==> config.mk <==
export PLATFORM = sky130hd
export DESIGN_NAME = div_share_arbiter_flat
export DESIGN_NICKNAME = d
export VERILOG_FILES = /design/src/rtl/div_arb_pkg.sv /design/src/rtl/div_share_arbiter_if.sv /design/src/rtl/divider.sv /design/src/rtl/rr_arbiter.sv /design/src/rtl/div_share_arbiter.sv /design/src/flat_wrapper.sv
export SDC_FILE = /design/constraint.sdc
export NUM_CORES = 1
export LEC_CHECK = 0
export BUFFER_PORTS_ARGS = -buffer_cell sky130_fd_sc_hd__buf_2
export CAP_MARGIN = 5
export CORE_ASPECT_RATIO = 0.6
export CORE_MARGIN = 2
export CORE_UTILIZATION = 58
export CTS_CLUSTER_SIZE = 40
export DETAILED_ROUTE_END_ITERATION = 6
export PLACE_DENSITY = 0.86
export SLEW_MARGIN = 20
export SYNTH_ARGS = -nofsm -noshare
export SYNTH_HDL_FRONTEND = slang
export SYNTH_SLANG_ARGS = --single-unit
==> constraint.sdc <==
create_clock -name clk -period 3.7 [get_ports clk]
set_clock_uncertainty 0.05 [all_clocks]
set_input_delay 1.11 -clock clk [delete_from_list [all_inputs] [get_ports clk]]
set_output_delay 1.11 -clock clk [all_outputs]
set_load 0.02 [all_outputs]
==> src/rtl/div_arb_pkg.sv <==
// Shared types and constants for the divider-sharing arbiter.
// Holds the FSM state encodings, default sizes and a width helper.
package div_arb_pkg;

  typedef enum logic [1:0] {
    IDLE  = 2'd0,
    ISSUE = 2'd1,
    WAIT  = 2'd2,
    RESP  = 2'd3
  } state_t;

  typedef enum logic [1:0] {
    DIV_IDLE = 2'd0,
    DIV_RUN  = 2'd1,
    DIV_DONE = 2'd2
  } div_state_t;

  localparam int DEF_N       = 8;
  localparam int DEF_NUM_REQ = 4;

  // Wide enough to slice down to any practical operand width.
  localparam logic [63:0] ALL_ONES = '1;

  function automatic int idx_width(input int n);
    return (n > 2) ? $clog2(n) : 1;
  endfunction

endpackage

==> src/rtl/div_share_arbiter_if.sv <==
// Request/response bundle between the requesters and the shared divider block.
interface div_share_arbiter_if
  import div_arb_pkg::*;
#(
  parameter int N       = DEF_N,
  parameter int NUM_REQ = DEF_NUM_REQ
);

  logic [NUM_REQ-1:0]        req_valid;
  logic [NUM_REQ-1:0][N-1:0] req_dividend;
  logic [NUM_REQ-1:0][N-1:0] req_divisor;
  logic [NUM_REQ-1:0]        req_ready;
  logic [NUM_REQ-1:0]        rsp_valid;
  logic [N-1:0]              rsp_quotient;
  logic [NUM_REQ-1:0]        rsp_ready;
  logic                      busy;

  modport master (
    output req_valid, req_dividend, req_divisor, rsp_ready,
    input  req_ready, rsp_valid, rsp_quotient, busy
  );

  modport slave (
    input  req_valid, req_dividend, req_divisor, rsp_ready,
    output req_ready, rsp_valid, rsp_quotient, busy
  );

endinterface

==> src/rtl/divider.sv <==
// Iterative N-bit unsigned non-restoring divider: one quotient bit per cycle,
// done pulses for one cycle after N RUN cycles. Divisor 0 yields all-ones.
module divider
  import div_arb_pkg::*;
#(
  parameter int N = DEF_N
) (
  input  logic         clk,
  input  logic         reset,
  input  logic         start_i,
  input  logic [N-1:0] dividend_i,
  input  logic [N-1:0] divisor_i,
  output logic         done_o,
  output logic [N-1:0] quotient_o
);

  localparam int CNT_W = idx_width(N);

  div_state_t       state_q, state_d;
  logic [N+1:0]     rem_q, rem_d;
  logic [N-1:0]     quo_q, quo_d;
  logic [N-1:0]     dvs_q, dvs_d;
  logic [CNT_W-1:0] cnt_q, cnt_d;
  logic [N+1:0]     shifted;
  logic [N+1:0]     dvs_ext;

  always_ff @(posedge clk or posedge reset) begin
    if (reset) begin
      state_q <= DIV_IDLE;
      rem_q   <= '0;
      quo_q   <= '0;
      dvs_q   <= '0;
      cnt_q   <= '0;
    end else begin
      state_q <= state_d;
      rem_q   <= rem_d;
      quo_q   <= quo_d;
      dvs_q   <= dvs_d;
      cnt_q   <= cnt_d;
    end
  end

  // Quotient register doubles as the dividend shift register; the partial
  // remainder's sign picks add-back or subtract for the next step.
  always_comb begin
    state_d = state_q;
    rem_d   = rem_q;
    quo_d   = quo_q;
    dvs_d   = dvs_q;
    cnt_d   = cnt_q;
    shifted = {rem_q[N:0], quo_q[N-1]};
    dvs_ext = {2'b00, dvs_q};
    case (state_q)
      DIV_IDLE: begin
        if (start_i) begin
          rem_d   = '0;
          quo_d   = dividend_i;
          dvs_d   = divisor_i;
          cnt_d   = CNT_W'(N - 1);
          state_d = DIV_RUN;
        end
      end
      DIV_RUN: begin
        rem_d = rem_q[N+1] ? (shifted + dvs_ext) : (shifted - dvs_ext);
        quo_d = {quo_q[N-2:0], ~rem_d[N+1]};
        if (cnt_q == '0) state_d = DIV_DONE;
        else             cnt_d   = cnt_q - CNT_W'(1);
      end
      DIV_DONE: state_d = DIV_IDLE;
      default:  state_d = DIV_IDLE;
    endcase
  end

  assign done_o     = (state_q == DIV_DONE);
  assign quotient_o = quo_q;

endmodule

==> src/rtl/rr_arbiter.sv <==
// Combinational round-robin picker: first valid requester at or after ptr_i,
// wrapping around.
module rr_arbiter
  import div_arb_pkg::*;
#(
  parameter int NUM_REQ = DEF_NUM_REQ,
  parameter int IDX_W   = idx_width(NUM_REQ)
) (
  input  logic [NUM_REQ-1:0] req_i,
  input  logic [IDX_W-1:0]   ptr_i,
  output logic [NUM_REQ-1:0] grant_o,
  output logic [IDX_W-1:0]   idx_o,
  output logic               any_valid_o
);

  int pos;

  // Scan from the farthest offset down so the nearest valid index wins last.
  always_comb begin
    pos         = 0;
    idx_o       = '0;
    any_valid_o = 1'b0;
    for (int k = NUM_REQ - 1; k >= 0; k--) begin
      pos = int'(ptr_i) + k;
      if (pos >= NUM_REQ) pos = pos - NUM_REQ;
      if (req_i[pos]) begin
        any_valid_o = 1'b1;
        idx_o       = IDX_W'(pos);
      end
    end
    grant_o = any_valid_o ? ({{(NUM_REQ-1){1'b0}}, 1'b1} << idx_o) : '0;
  end

endmodule

==> src/rtl/div_share_arbiter.sv <==
// Shares one iterative divider among NUM_REQ requesters with round-robin grants.
// Define DIV_ZERO_BYPASS_EN to answer divide-by-zero directly without the divider.
module div_share_arbiter
  import div_arb_pkg::*;
#(
  parameter int N       = DEF_N,
  parameter int NUM_REQ = DEF_NUM_REQ
) (
  input logic                clk,
  input logic                reset,
  div_share_arbiter_if.slave bus
);

  localparam int IDX_W = idx_width(NUM_REQ);

  state_t             state_q, state_d;
  logic [IDX_W-1:0]   idx_q, idx_d;
  logic [IDX_W-1:0]   rr_q, rr_d;
  logic [N-1:0]       dvd_q, dvd_d;
  logic [N-1:0]       dvs_q, dvs_d;
  logic [N-1:0]       quo_q, quo_d;

  logic [NUM_REQ-1:0] arb_grant;
  logic [IDX_W-1:0]   arb_idx;
  logic               arb_any;
  logic               div_start;
  logic               div_done;
  logic [N-1:0]       div_quotient;
  logic [NUM_REQ-1:0] req_ready;
  logic [NUM_REQ-1:0] rsp_valid;
  logic [N-1:0]       rsp_quotient;

  rr_arbiter #(
    .NUM_REQ (NUM_REQ),
    .IDX_W   (IDX_W)
  ) u_rr_arbiter (
    .req_i       (bus.req_valid),
    .ptr_i       (rr_q),
    .grant_o     (arb_grant),
    .idx_o       (arb_idx),
    .any_valid_o (arb_any)
  );

  divider #(
    .N (N)
  ) u_divider (
    .clk        (clk),
    .reset      (reset),
    .start_i    (div_start),
    .dividend_i (dvd_q),
    .divisor_i  (dvs_q),
    .done_o     (div_done),
    .quotient_o (div_quotient)
  );

  always_ff @(posedge clk or posedge reset) begin
    if (reset) begin
      state_q <= IDLE;
      idx_q   <= '0;
      rr_q    <= '0;
      dvd_q   <= '0;
      dvs_q   <= '0;
      quo_q   <= '0;
    end else begin
      state_q <= state_d;
      idx_q   <= idx_d;
      rr_q    <= rr_d;
      dvd_q   <= dvd_d;
      dvs_q   <= dvs_d;
      quo_q   <= quo_d;
    end
  end

  // The grant only ever lands on a valid index, so any grant is a handshake.
  always_comb begin
    state_d      = state_q;
    idx_d        = idx_q;
    rr_d         = rr_q;
    dvd_d        = dvd_q;
    dvs_d        = dvs_q;
    quo_d        = quo_q;
    req_ready    = '0;
    rsp_valid    = '0;
    rsp_quotient = '0;
    div_start    = 1'b0;
    case (state_q)
      IDLE: begin
        if (arb_any) begin
          req_ready = arb_grant;
          idx_d     = arb_idx;
          dvd_d     = bus.req_dividend[arb_idx];
          dvs_d     = bus.req_divisor[arb_idx];
`ifdef DIV_ZERO_BYPASS_EN
          if (bus.req_divisor[arb_idx] == '0) begin
            quo_d   = ALL_ONES[N-1:0];
            state_d = RESP;
          end else begin
            state_d = ISSUE;
          end
`else
          state_d = ISSUE;
`endif
        end
      end
      ISSUE: begin
        div_start = 1'b1;
        state_d   = WAIT;
      end
      WAIT: begin
        if (div_done) begin
          quo_d   = div_quotient;
          state_d = RESP;
        end
      end
      RESP: begin
        rsp_valid    = {{(NUM_REQ-1){1'b0}}, 1'b1} << idx_q;
        rsp_quotient = quo_q;
        if (bus.rsp_ready[idx_q]) begin
          rr_d    = (idx_q == IDX_W'(NUM_REQ - 1)) ? '0 : idx_q + IDX_W'(1);
          state_d = IDLE;
        end
      end
      default: state_d = IDLE;
    endcase
  end

  assign bus.req_ready    = req_ready;
  assign bus.rsp_valid    = rsp_valid;
  assign bus.rsp_quotient = rsp_quotient;
  assign bus.busy         = (state_q != IDLE);

endmodule

==> src/flat_wrapper.sv <==
// flat-port wrapper written by rule: the top's interface ports become plain ports
module div_share_arbiter_flat import div_arb_pkg::*;
#(
  parameter int N       = DEF_N,
  parameter int NUM_REQ = DEF_NUM_REQ
)
  (clk, reset, bus_req_valid, bus_req_dividend, bus_req_divisor, bus_rsp_ready, bus_req_ready, bus_rsp_valid, bus_rsp_quotient, bus_busy);
  div_share_arbiter_if #(.N(N), .NUM_REQ(NUM_REQ)) bus_i ();
  input logic clk;
  input logic reset;
  input wire logic [$bits(bus_i.req_valid)-1:0] bus_req_valid;
  input wire logic [$bits(bus_i.req_dividend)-1:0] bus_req_dividend;
  input wire logic [$bits(bus_i.req_divisor)-1:0] bus_req_divisor;
  input wire logic [$bits(bus_i.rsp_ready)-1:0] bus_rsp_ready;
  output wire logic [$bits(bus_i.req_ready)-1:0] bus_req_ready;
  output wire logic [$bits(bus_i.rsp_valid)-1:0] bus_rsp_valid;
  output wire logic [$bits(bus_i.rsp_quotient)-1:0] bus_rsp_quotient;
  output wire logic [$bits(bus_i.busy)-1:0] bus_busy;
  assign bus_i.req_valid = bus_req_valid;
  assign bus_i.req_dividend = bus_req_dividend;
  assign bus_i.req_divisor = bus_req_divisor;
  assign bus_i.rsp_ready = bus_rsp_ready;
  assign bus_req_ready = bus_i.req_ready;
  assign bus_rsp_valid = bus_i.rsp_valid;
  assign bus_rsp_quotient = bus_i.rsp_quotient;
  assign bus_busy = bus_i.busy;
  div_share_arbiter #(.N(N), .NUM_REQ(NUM_REQ)) u_core (.clk(clk), .reset(reset), .bus(bus_i));
endmodule
# Word-level counts from Yosys, hierarchy flattened
# Index checks and enable logic that the tools add are counted.
# word_totals
elab_cells	111
mem_bits_ro	0
latch_bits	0
output_inout_bits	17
ramBits	0
in_bits	74
n_memories	0
ff_bits	61
# op_classes
n_addsub	11
shifts	2
n_mux	51
reduce_logical	13
multipliers	0
n_eq_ne	12
n_div	0
n_bitwise	1
magnitude_cmp	10
# op_table
operator	count
less-than comparator 32 x 4 -> 1 bit (second input constant)	4
two-way mux 32 bit	4
binary-select mux 8 bit (select 2 bit)	2
>= comparator 32 x 4 -> 1 bit (second input constant)	1
two-way mux 8 bit	4
subtractor 32 x 4 -> 32 bit (second input constant)	1
two-way mux 10 bit	2
two-way mux 2 bit	10
one-hot mux 10 bit (2 select lines)	1
one-hot mux 8 bit (2 select lines)	1
two-way mux 1 bit	14
two-way mux 4 bit	3
AND reduction 2 bit	6
adder 10 x 8 -> 10 bit	1
binary-select mux 1 bit (select 2 bit)	5
subtractor 10 x 8 -> 10 bit	1
equality test 2 bit (second input constant)	4
inequality test 2 x 1 -> 1 bit (second input constant)	4
one-hot mux 2 bit (4 select lines)	1
left shift 1 x 2 -> 4 bit (first input constant)	2
subtractor 3 x 3 -> 4 bit (second input constant)	2
adder 2 x 2 -> 3 bit (second input constant)	2
>= comparator 3 bit (second input constant)	2
less-than comparator 2 x 3 -> 1 bit (second input constant)	2
other kinds (15)	21

# Longest topological paths before layout
# Gate-level depths: netlist (run 1).
# logic_depth
depth_word	13
ltp_mapped	13
ltp_nobuf	13

# Cells and area by module
# Synthesis (run 1) repeated with hierarchy kept, for this count alone.
# hier_totals
hier_cells	339
hier_area_um2	3819.9
# modules_own_cells
module	n_inst	area_each_um2	cells_each	seq_area_each_um2
divider	1	1823.0	183	775.7
div_share_arbiter	1	1814.2	127	750.7
rr_arbiter	1	182.7	29	0.0

# Worst setup path after synthesis (run 1)
# No wires, ideal clock.
# synth_path
kind	input-to-output
startpoint	input port bus_req_valid[1]
endpoint	output port bus_req_ready[1]
t_required_ns	2.540
t_arrival_ns	2.411
path_stages	5
path_slack_ns	0.129
path_buffers	2
cell_sequence	a21boi_1 o221ai_4 buf_8 buf_6 nor3b_1
# synth_between
elab_chain_cells	10
word_cells_on_any_way	23
classes_between	shift (1); mux (22)
# synth_rtl
element	line	rtl
start, declared	flat_wrapper.sv:11	input wire logic [$bits(bus_i.req_valid)-1:0] bus_req_valid;
binary-select mux 1 bit (select 2 bit)	rr_arbiter.sv:26	if (req_i[pos]) begin
two-way mux 1 bit (not written as such) (2 in series)	rr_arbiter.sv:26	
two-way mux 2 bit (4 in series)	rr_arbiter.sv:26	
left shift 1 x 2 -> 4 bit	rr_arbiter.sv:31	grant_o = any_valid_o ? ({{(NUM_REQ-1){1'b0}}, 1'b1} << idx_o) : '0;
two-way mux 4 bit (*)	div_share_arbiter.sv:88	if (arb_any) begin
two-way mux 4 bit (*)	div_share_arbiter.sv:86	case (state_q)
end, declared	flat_wrapper.sv:15	output wire logic [$bits(bus_i.req_ready)-1:0] bus_req_ready;
# Mark *: on every way between the ends. The rest lies on a longest branch, timed or not. The select of a mux whose other input is x is not followed.

# Worst setup path in the final report (run 1)
# layout_path
startpoint	input port bus_req_valid[0]
endpoint	output port bus_req_ready[1]
# Same word-level chain as after synthesis.

==> results of run 1 <==
registers in the layout (all words and copies together) (netlist names):
signal	cells
u_core.dvd_q	8
u_core.dvs_q	8
u_core.idx_q	2
u_core.quo_q	8
u_core.rr_q	2
u_core.state_q	2
u_core.u_divider.cnt_q	3
u_core.u_divider.dvs_q	8
u_core.u_divider.quotient_o	8
u_core.u_divider.rem_q	10
u_core.u_divider.state_q	2
power groups by stage:
| stage | clock network (mW) | logic, mW | registers (mW) |
|---|---|---|---|
| global placement | 0 | 2.15 | 1.30 |
| finish | 0.594 | 2.31 | 1.32 |
| floorplan | 0 | 1.86 | 1.19 |
| detailed placement | 0 | 2.27 | 1.32 |
| global route | 0.640 | 2.59 | 1.36 |
| CTS | 0.603 | 2.29 | 1.31 |
synthesized netlist by cell type, types with 2 or more instances:
library cell               count  area share [%]
sky130_fd_sc_hd__dfrtp_1      61              41
sky130_fd_sc_hd__buf_2         3            0.41
sky130_fd_sc_hd__a31oi_1      18             3.1
sky130_fd_sc_hd__mux2_2       24             7.3
sky130_fd_sc_hd__clkbuf_1     13             1.3
sky130_fd_sc_hd__xor2_1       10             2.4
sky130_fd_sc_hd__nor2_1       15             1.5
sky130_fd_sc_hd__inv_1        19             1.9
sky130_fd_sc_hd__nand2b_1      5            0.85
sky130_fd_sc_hd__and2_1       12             2.0
sky130_fd_sc_hd__o21ai_1       2            0.27
sky130_fd_sc_hd__a21oi_1      14             1.9
sky130_fd_sc_hd__mux2_1        8             2.4
sky130_fd_sc_hd__nand3_1       2            0.27
sky130_fd_sc_hd__nor2b_1       5            0.85
sky130_fd_sc_hd__nor3_1        4            0.54
sky130_fd_sc_hd__mux2i_1      24             6.5
sky130_fd_sc_hd__a22oi_1       2            0.41
sky130_fd_sc_hd__nand2_1      27             2.7
sky130_fd_sc_hd__o22ai_1      18             3.1
sky130_fd_sc_hd__a22o_1        2            0.47
sky130_fd_sc_hd__xnor2_1       3            0.71
sky130_fd_sc_hd__o21ai_0      24             3.3
sky130_fd_sc_hd__ha_1         21             7.1
worst max path at each step:
stage               slack [ns]             start          endpoint  depth (start not counted)
floorplan                 0.13  bus_req_valid[1]  bus_req_ready[1]                          5
global placement          0.32  bus_req_valid[1]  bus_req_ready[0]                          5
detailed placement        0.27  bus_req_valid[0]  bus_req_ready[1]                          6
CTS                       0.25  bus_req_valid[0]  bus_req_ready[1]                          6
global route              0.12  bus_req_valid[0]  bus_req_ready[1]                          6
finish                    0.24  bus_req_valid[0]  bus_req_ready[1]                          6
logic make-up (layout without fill, tap and decap cells):
kind of cell	after synthesis	in the layout	synth area share, %
adders and majority gates	22	22	7.67
DFF	61	61	41.4
xor gates and xnor gates	13	13	3.09
buffers and inverters	38	132	4.92
muxes	57	57	16.9
and+or+nand+nor	78	78	10.9
AOI/OAI and AO/OA	90	90	15.2
cells in the final DEF (no fill, tap or decap), types with 10 or more instances in the layout:
cell                       instances
sky130_fd_sc_hd__o22ai_1          18
sky130_fd_sc_hd__a21oi_1          14
sky130_fd_sc_hd__nand2_1          27
sky130_fd_sc_hd__nor2_1           14
sky130_fd_sc_hd__ha_1             21
sky130_fd_sc_hd__buf_2            90
sky130_fd_sc_hd__inv_1            18
sky130_fd_sc_hd__mux2_2           24
sky130_fd_sc_hd__and2_1           12
sky130_fd_sc_hd__a31oi_1          18
sky130_fd_sc_hd__mux2i_1          24
sky130_fd_sc_hd__dfrtp_1          61
sky130_fd_sc_hd__o21ai_0          24
sky130_fd_sc_hd__xor2_1           10
sky130_fd_sc_hd__clkbuf_8         11
critical path, cell delays in order:
cell and delay (ns):
sky130_fd_sc_hd__buf_2 0.13, sky130_fd_sc_hd__a21oi_1 0.08, sky130_fd_sc_hd__o21a_1 0.18, sky130_fd_sc_hd__o22ai_1 0.35
sky130_fd_sc_hd__nor3b_1 0.25, sky130_fd_sc_hd__buf_2 0.20
per-layer routing:
| metal | part of all wire [%] | routed length, µm | GRT usage (%) | vias up |
|---|---|---|---|---|
| met5 | 0 | 0 | 0 | - |
| met2 | 46 | 3890 | 43.1 | 120 |
| li1 | - | - | - | 1470 |
| met1 | 46 | 3830 | 35.8 | 1451 |
| met3 | 6.8 | 576 | 6.70 | 11 |
| met4 | 1.4 | 121 | 8.77 | 0 |
area by class of cell:
type / count / area, µm² / area share [%]
Tap cell: 84 / 105 / 2.39
Clock buffer: 11 / 151 / 3.44
Timing Repair Buffer: 98 / 510 / 11.6
Multi-Input combinational cell: 260 / 1990 / 45.1
Clock inverter: 4 / 47.5 / 1.08
Sequential cell: 61 / 1530 / 34.7
Inverter: 19 / 71.3 / 1.62
==> impl_results.rst, run 1 <==
.. list-table::
   :header-rows: 1

   * - Metric
     - Value
   * - Min-delay src
     - u_core.u_divider.rem_q[1]
   * - Synthesized instance count
     - approximately 360
   * - Clk root buf
     - sky130_fd_sc_hd__clkbuf_8
   * - Number of slew-limit violations in the final report
     - 0
   * - Mean area per synthesized cell
     - 10.3 µm²
   * - Register-to-register setup slack
     - 0.83 ns
   * - Placer's final routability congestion estimate
     - 0.840
   * - Share of the cycle needed by the critical path after routing
     - 93.5%
   * - Worst Hold End
     - u_core.u_divider.rem_q[1]
   * - Count of inserted antenna diode cells
     - 0
   * - Net switching power
     - 1.83 mW
   * - Wire length of the first global-routing pass
     - approximately 14 mm
   * - FF-to-FF path depth
     - 10
   * - Number of distinct library cell variants in the gate-level netlist after synthesis
     - 47
   * - Worst reg2reg path startpoint
     - u_core.u_divider.dvs_q[0]
   * - Wirelength, routed
     - 8.42 mm
   * - Leak
     - ~2.2 nW
   * - Combined global-route utilization of all metal layers
     - between 20% and 30%
   * - Die X-Extent
     - approximately 110 µm
   * - Max capacitance violation total
     - 0
   * - Relative slew margins
     - between 40% and 50%
   * - Post-route worst setup slack
     - 0.240 ns
   * - Top_reg_cell synth
     - sky130_fd_sc_hd__dfrtp_1
   * - Setup Slack @ Placement
     - roughly 0.27 ns
   * - Worst-case vdd ir drop
     - approximately 500 µV
   * - Number of I/O pins
     - 91
   * - Final hold viol count
     - 0
   * - Antenna viol nets, final
     - 0
   * - Maximum fanout along the worst path
     - 6
   * - RSZ-0062 raised after global routing
     - no
   * - Critical path required time
     - 2.54 ns
   * - Number of design-rule violations left by the first detailed-router iteration
     - around 170
   * - Pwr/cell area
     - 962 nW/µm²
   * - Row Count
     - 22
   * - Synthesized area
     - 3690 µm²
   * - Layout Cell Area excl Fill
     - 4400 µm²
   * - Cts repair resizes
     - 0
   * - Sequential fraction of the synthesis area
     - 41.4%
   * - Overall die height
     - approximately 66 µm
   * - Clock latency of the later-clocked register in the worst-skew pair
     - 0.34 ns
   * - Number of synthesized flops with an enable pin
     - 0
   * - CP Launch Type
     - primary input
   * - Pin count of the biggest net entering global routing
     - 38
   * - Summed negative setup slack over all endpoints
     - 0 ns
   * - Worst flop-to-flop path endpoint
     - u_core.u_divider.quotient_o[0]
   * - Clock Sink Count
     - 61
   * - DR DRC count
     - 0
   * - Run status
     - complete, no violations
   * - Highest achievable clock rate
     - between 200 and 300 MHz
   * - Final setup fails
     - 0
   * - Fin util
     - 71.6%
   * - Worst Setup End Kind
     - output port
   * - Total power
     - 4.23 mW
   * - Hold Worst Slack
     - around 0.44 ns
   * - Post-layout instance count excluding filler cells
     - 537
   * - Internal power summed over all cells
     - around 2.4 mW
   * - Placed instance count
     - 522
   * - Leftover overflow at the end of global routing
     - 0
   * - # port buffers
     - 90
   * - Start-to-end type of the worst setup path
     - in -> out
   * - Slew of the pin with the lowest slew margin
     - 0.766 ns
   * - Synthesis warning total
     - 0
   * - Vias
     - 3052
   * - Die area
     - between 7000 and 8000 µm²
   * - Hold bufs inserted after CTS
     - 0
   * - Logic pwr share
     - 54.7%
   * - Placeable core region
     - between 6000 and 7000 µm²
   * - Htree depth
     - 3
   * - HPWL after detailed placement
     - 6.38 mm
   * - Worst Hold Depth
     - 2
   * - Detailed-route vias per instance
     - 5.68
   * - CTS Buf Count
     - 9
   * - Placed Instance Area
     - 4200 µm²
   * - Syn-to-layout area delta
     - 19.2%
   * - Setup repair bufs after CTS
     - 0
   * - Number of fillers in the final layout
     - between 400 and 500
   * - Number of global-route vias before repair
     - 3045
   * - Ys async rst share
     - 100%
   * - Period minus WS final
     - 3.46 ns
   * - Antenna violations before repair
     - 0
   * - Average routed wire per standard cell
     - 15.7 µm
   * - Net Count, Synth
     - 455
   * - Initial core utilization
     - between 60% and 70%
   * - Final-stage net count
     - 545
   * - Proportion of layout cells with a drive suffix above 1
     - 32.0%
   * - Reg power frac
     - around 31%
   * - Worst min path class
     - reg -> reg
   * - Clock Path Buffers
     - 2
   * - Critical path arrival
     - 2.30 ns
   * - Fraction of power spent switching nets
     - 43.2%
   * - Clock group share of total power
     - between 10 and 15%
   * - DRT Pass-1 Iters
     - 6
   * - CTS tree
     - built
   * - Clock transition at path regs
     - ~0.07 ns
   * - Post-synthesis register bit count
     - 61
(Power assumes the default switching activity.)
==> run 2: changes to the inputs <==
- CORE_UTILIZATION: 58 -> 49
- PLACE_DENSITY: 0.86 -> 0.77
- clock period: 3.7 -> 2.9 ns (I/O delays scaled with it)
==> run 2 against run 1 <==
  * Wire length decreased by 2.4%
  * Setup slack lost 0.17 ns
  * Hold slack about the same
  * Sequential share of layout area is 1.3 points lower
  * Sequential cell count unchanged
  * Core utilization is 8.8 points lower
  * Design area grew 3.9%
  * Count of clock-buffer cells in the layout decreased by 2
  * Die area is 17% higher
  * Critical path type unchanged
==> impl_results.rst, run 2 (synthesis gave the netlist of run 1 again) <==
.. list-table::
   :header-rows: 1

   * - Metric
     - Value
   * - Relative slew margins
     - 58.1%
   * - Number of design-rule violations left by the first detailed-router iteration
     - 167
   * - Syn-to-layout area delta
     - 23.9%
   * - Register with the most flip-flops
     - u_core.u_divider.rem_q
   * - Highest achievable clock rate
     - 353 MHz
   * - Pin count of the biggest net entering global routing
     - just over 60
   * - Run status
     - complete, no violations
   * - Vias
     - 2992
   * - Leak
     - 2.21 nW
   * - Die X-Extent
     - 116 µm
   * - Number of global-route vias before repair
     - a little under 3k
   * - Share of the cycle needed by the critical path after routing
     - a little under 100%
   * - Reg power frac
     - between 20% and 30%
   * - Wire length of the first global-routing pass
     - ~14 mm
   * - # port buffers
     - 90
   * - Initial core utilization
     - between 50% and 60%
   * - Leading cell type in the layout, fill and taps excluded
     - sky130_fd_sc_hd__buf_2
   * - Start-to-end type of the worst setup path
     - in -> out
   * - Combined global-route utilization of all metal layers
     - 21.8%
   * - Placer's final routability congestion estimate
     - 0.874
   * - Max capacitance violation total
     - 0
   * - Clk root buf
     - sky130_fd_sc_hd__clkbuf_16
   * - Antenna viol nets, final
     - 0
   * - Count of inserted antenna diode cells
     - 0
   * - Net switching power
     - between 2 and 2.5 mW
   * - Number of flip-flops under the largest register name
     - 10
   * - Wirelength, routed
     - 8.22 mm
   * - Hold Worst Slack
     - ~0.44 ns
   * - Clock latency of the later-clocked register in the worst-skew pair
     - between 0.3 and 0.4 ns
   * - Placeable core region
     - 7270 µm²
   * - Pwr/cell area
     - 1240 nW/µm²
   * - Overall die height
     - 71.2 µm
   * - Internal power summed over all cells
     - 3.26 mW
   * - Htree depth
     - 3
   * - Post-route worst setup slack
     - ~0.069 ns
   * - Leftover overflow at the end of global routing
     - 0
   * - Met2 track demand over resource in global routing
     - 33.0%
   * - Most used cells in the layout excluding fill and tap cells
     - sky130_fd_sc_hd__buf_2 (90), sky130_fd_sc_hd__dfrtp_1 (61), sky130_fd_sc_hd__nand2_1 (27)
   * - HPWL after detailed placement
     - ~6.2 mm
   * - Slew of the pin with the lowest slew margin
     - between 0.6 and 0.7 ns
   * - Row Count
     - 24
   * - Final hold viol count
     - 0
   * - Number of I/O pins
     - 91
   * - Proportion of layout cells with a drive suffix above 1
     - 33.6%
   * - CTS tree
     - built
   * - Met1 Usage GRT
     - 30.6%
   * - RSZ-0062 raised after global routing
     - no
   * - Die area
     - 8260 µm²
   * - Clock group share of total power
     - around 17%
   * - Clock Path Buffers
     - 2
   * - Average routed wire per standard cell
     - approximately 15 µm
   * - Fin util
     - 62.9%
   * - Clock transition at path regs
     - around 0.050 ns
   * - CTS Buf Count
     - 9
   * - CP Launch Type
     - primary input
   * - Period minus WS final
     - ~2.8 ns
   * - Detailed-route vias per instance
     - 5.35
   * - Final-stage net count
     - 546
   * - Final setup fails
     - 0
   * - Critical path required time
     - 1.98 ns
   * - Hold bufs inserted after CTS
     - 0
   * - Placed instance count
     - 543
   * - Antenna violations before repair
     - 0
   * - Worst-case vdd ir drop
     - 626 µV
   * - DR DRC count
     - 0
   * - Number of slew-limit violations in the final report
     - 0
   * - DRT Pass-1 Iters
     - 4
   * - Summed negative setup slack over all endpoints
     - 0 ns
   * - Maximum fanout along the worst path
     - 6
   * - Worst Setup End Kind
     - output port
   * - Worst min path class
     - reg -> reg
   * - Post-layout instance count excluding filler cells
     - around 560
   * - Critical path arrival
     - 1.91 ns
   * - Clock Sink Count
     - 61
   * - Fraction of power spent switching nets
     - 42.4%
   * - Met3 usage in global routing
     - 7.20%
   * - Setup Slack @ Placement
     - 0.00486 ns
   * - Logic pwr share
     - a little over half
   * - Most Crowded Layer GR
     - met2
   * - Setup repair bufs after CTS
     - 0
## run 2: power by group through the flow
stage | combinational [mW] | sequential (mW) | clock [mW]
6_report | 3.02 | 1.67 | 0.969
5_1_grt | 3.43 | 1.73 | 1.03
4_1_cts | 2.97 | 1.66 | 0.989
3_5_place_dp | 2.94 | 1.67 | 0
3_3_place_gp | 2.81 | 1.65 | 0
2_1_floorplan | 2.39 | 1.52 | 0
## run 2: cell type report
| cell class | count | area (µm²) |
|---|---|---|
| repair buffers | 99 | 531 |
| clock buffers | 9 | 225 |
| clock inverters | 7 | 51.3 |
| flip-flops and latches | 61 | 1530 |
| inverters | 19 | 71.3 |
| multi-input cells | 260 | 2030 |
| fillers | 609 | 2700 |
| well taps | 104 | 130 |
## run 2: through the flow
| stage | area (µm²) | total power [mW] |
|---|---|---|
| 2_1_floorplan | 3700 | 3.91 |
| 3_3_place_gp | 4260 | 4.46 |
| 3_5_place_dp | 4260 | 4.60 |
| 4_1_cts | 4540 | 5.61 |
| 5_1_grt | 4570 | 6.18 |
| 6_report | 4570 | 5.66 |
## run 2: critical path, stage by stage
cell	delay, ns
sky130_fd_sc_hd__buf_2	0.14
sky130_fd_sc_hd__or3b_1	0.40
sky130_fd_sc_hd__o221ai_4	0.12
sky130_fd_sc_hd__and3_2	0.22
sky130_fd_sc_hd__buf_2	0.16
## run 2: path summary, 6_finish.rpt
path                       slack [ns]                         to                      start  cells after the start
max reg2reg                      0.19  u_core.u_divider.rem_q[9]  u_core.u_divider.dvs_q[1]                     13
max in group asynchronous        2.00            u_core.dvd_q[4]                      reset                      3
max                              0.07           bus_req_ready[0]           bus_req_valid[2]                      5
min reg2reg                      0.44            u_core.quo_q[4]            u_core.quo_q[4]                      1
min in group asynchronous        0.54  u_core.u_divider.dvs_q[4]                      reset                      3
min                              0.44            u_core.quo_q[4]            u_core.quo_q[4]                      1
## run 2: routing by layer
metal | wire length (µm) | vias to the layer above
li1 | - | 1476
met1 | 3850 | 1401
met2 | 3630 | 108
met3 | 657 | 7
met4 | 76 | 0
met5 | 0 | -
## run 2: what timing repair did
| item | CTS | global route |
|---|---|---|
| gates resized for setup | 1 | 4 |
| pin swaps | 0 | 1 |
| endpoints found under the setup margin | 1 | 6 |
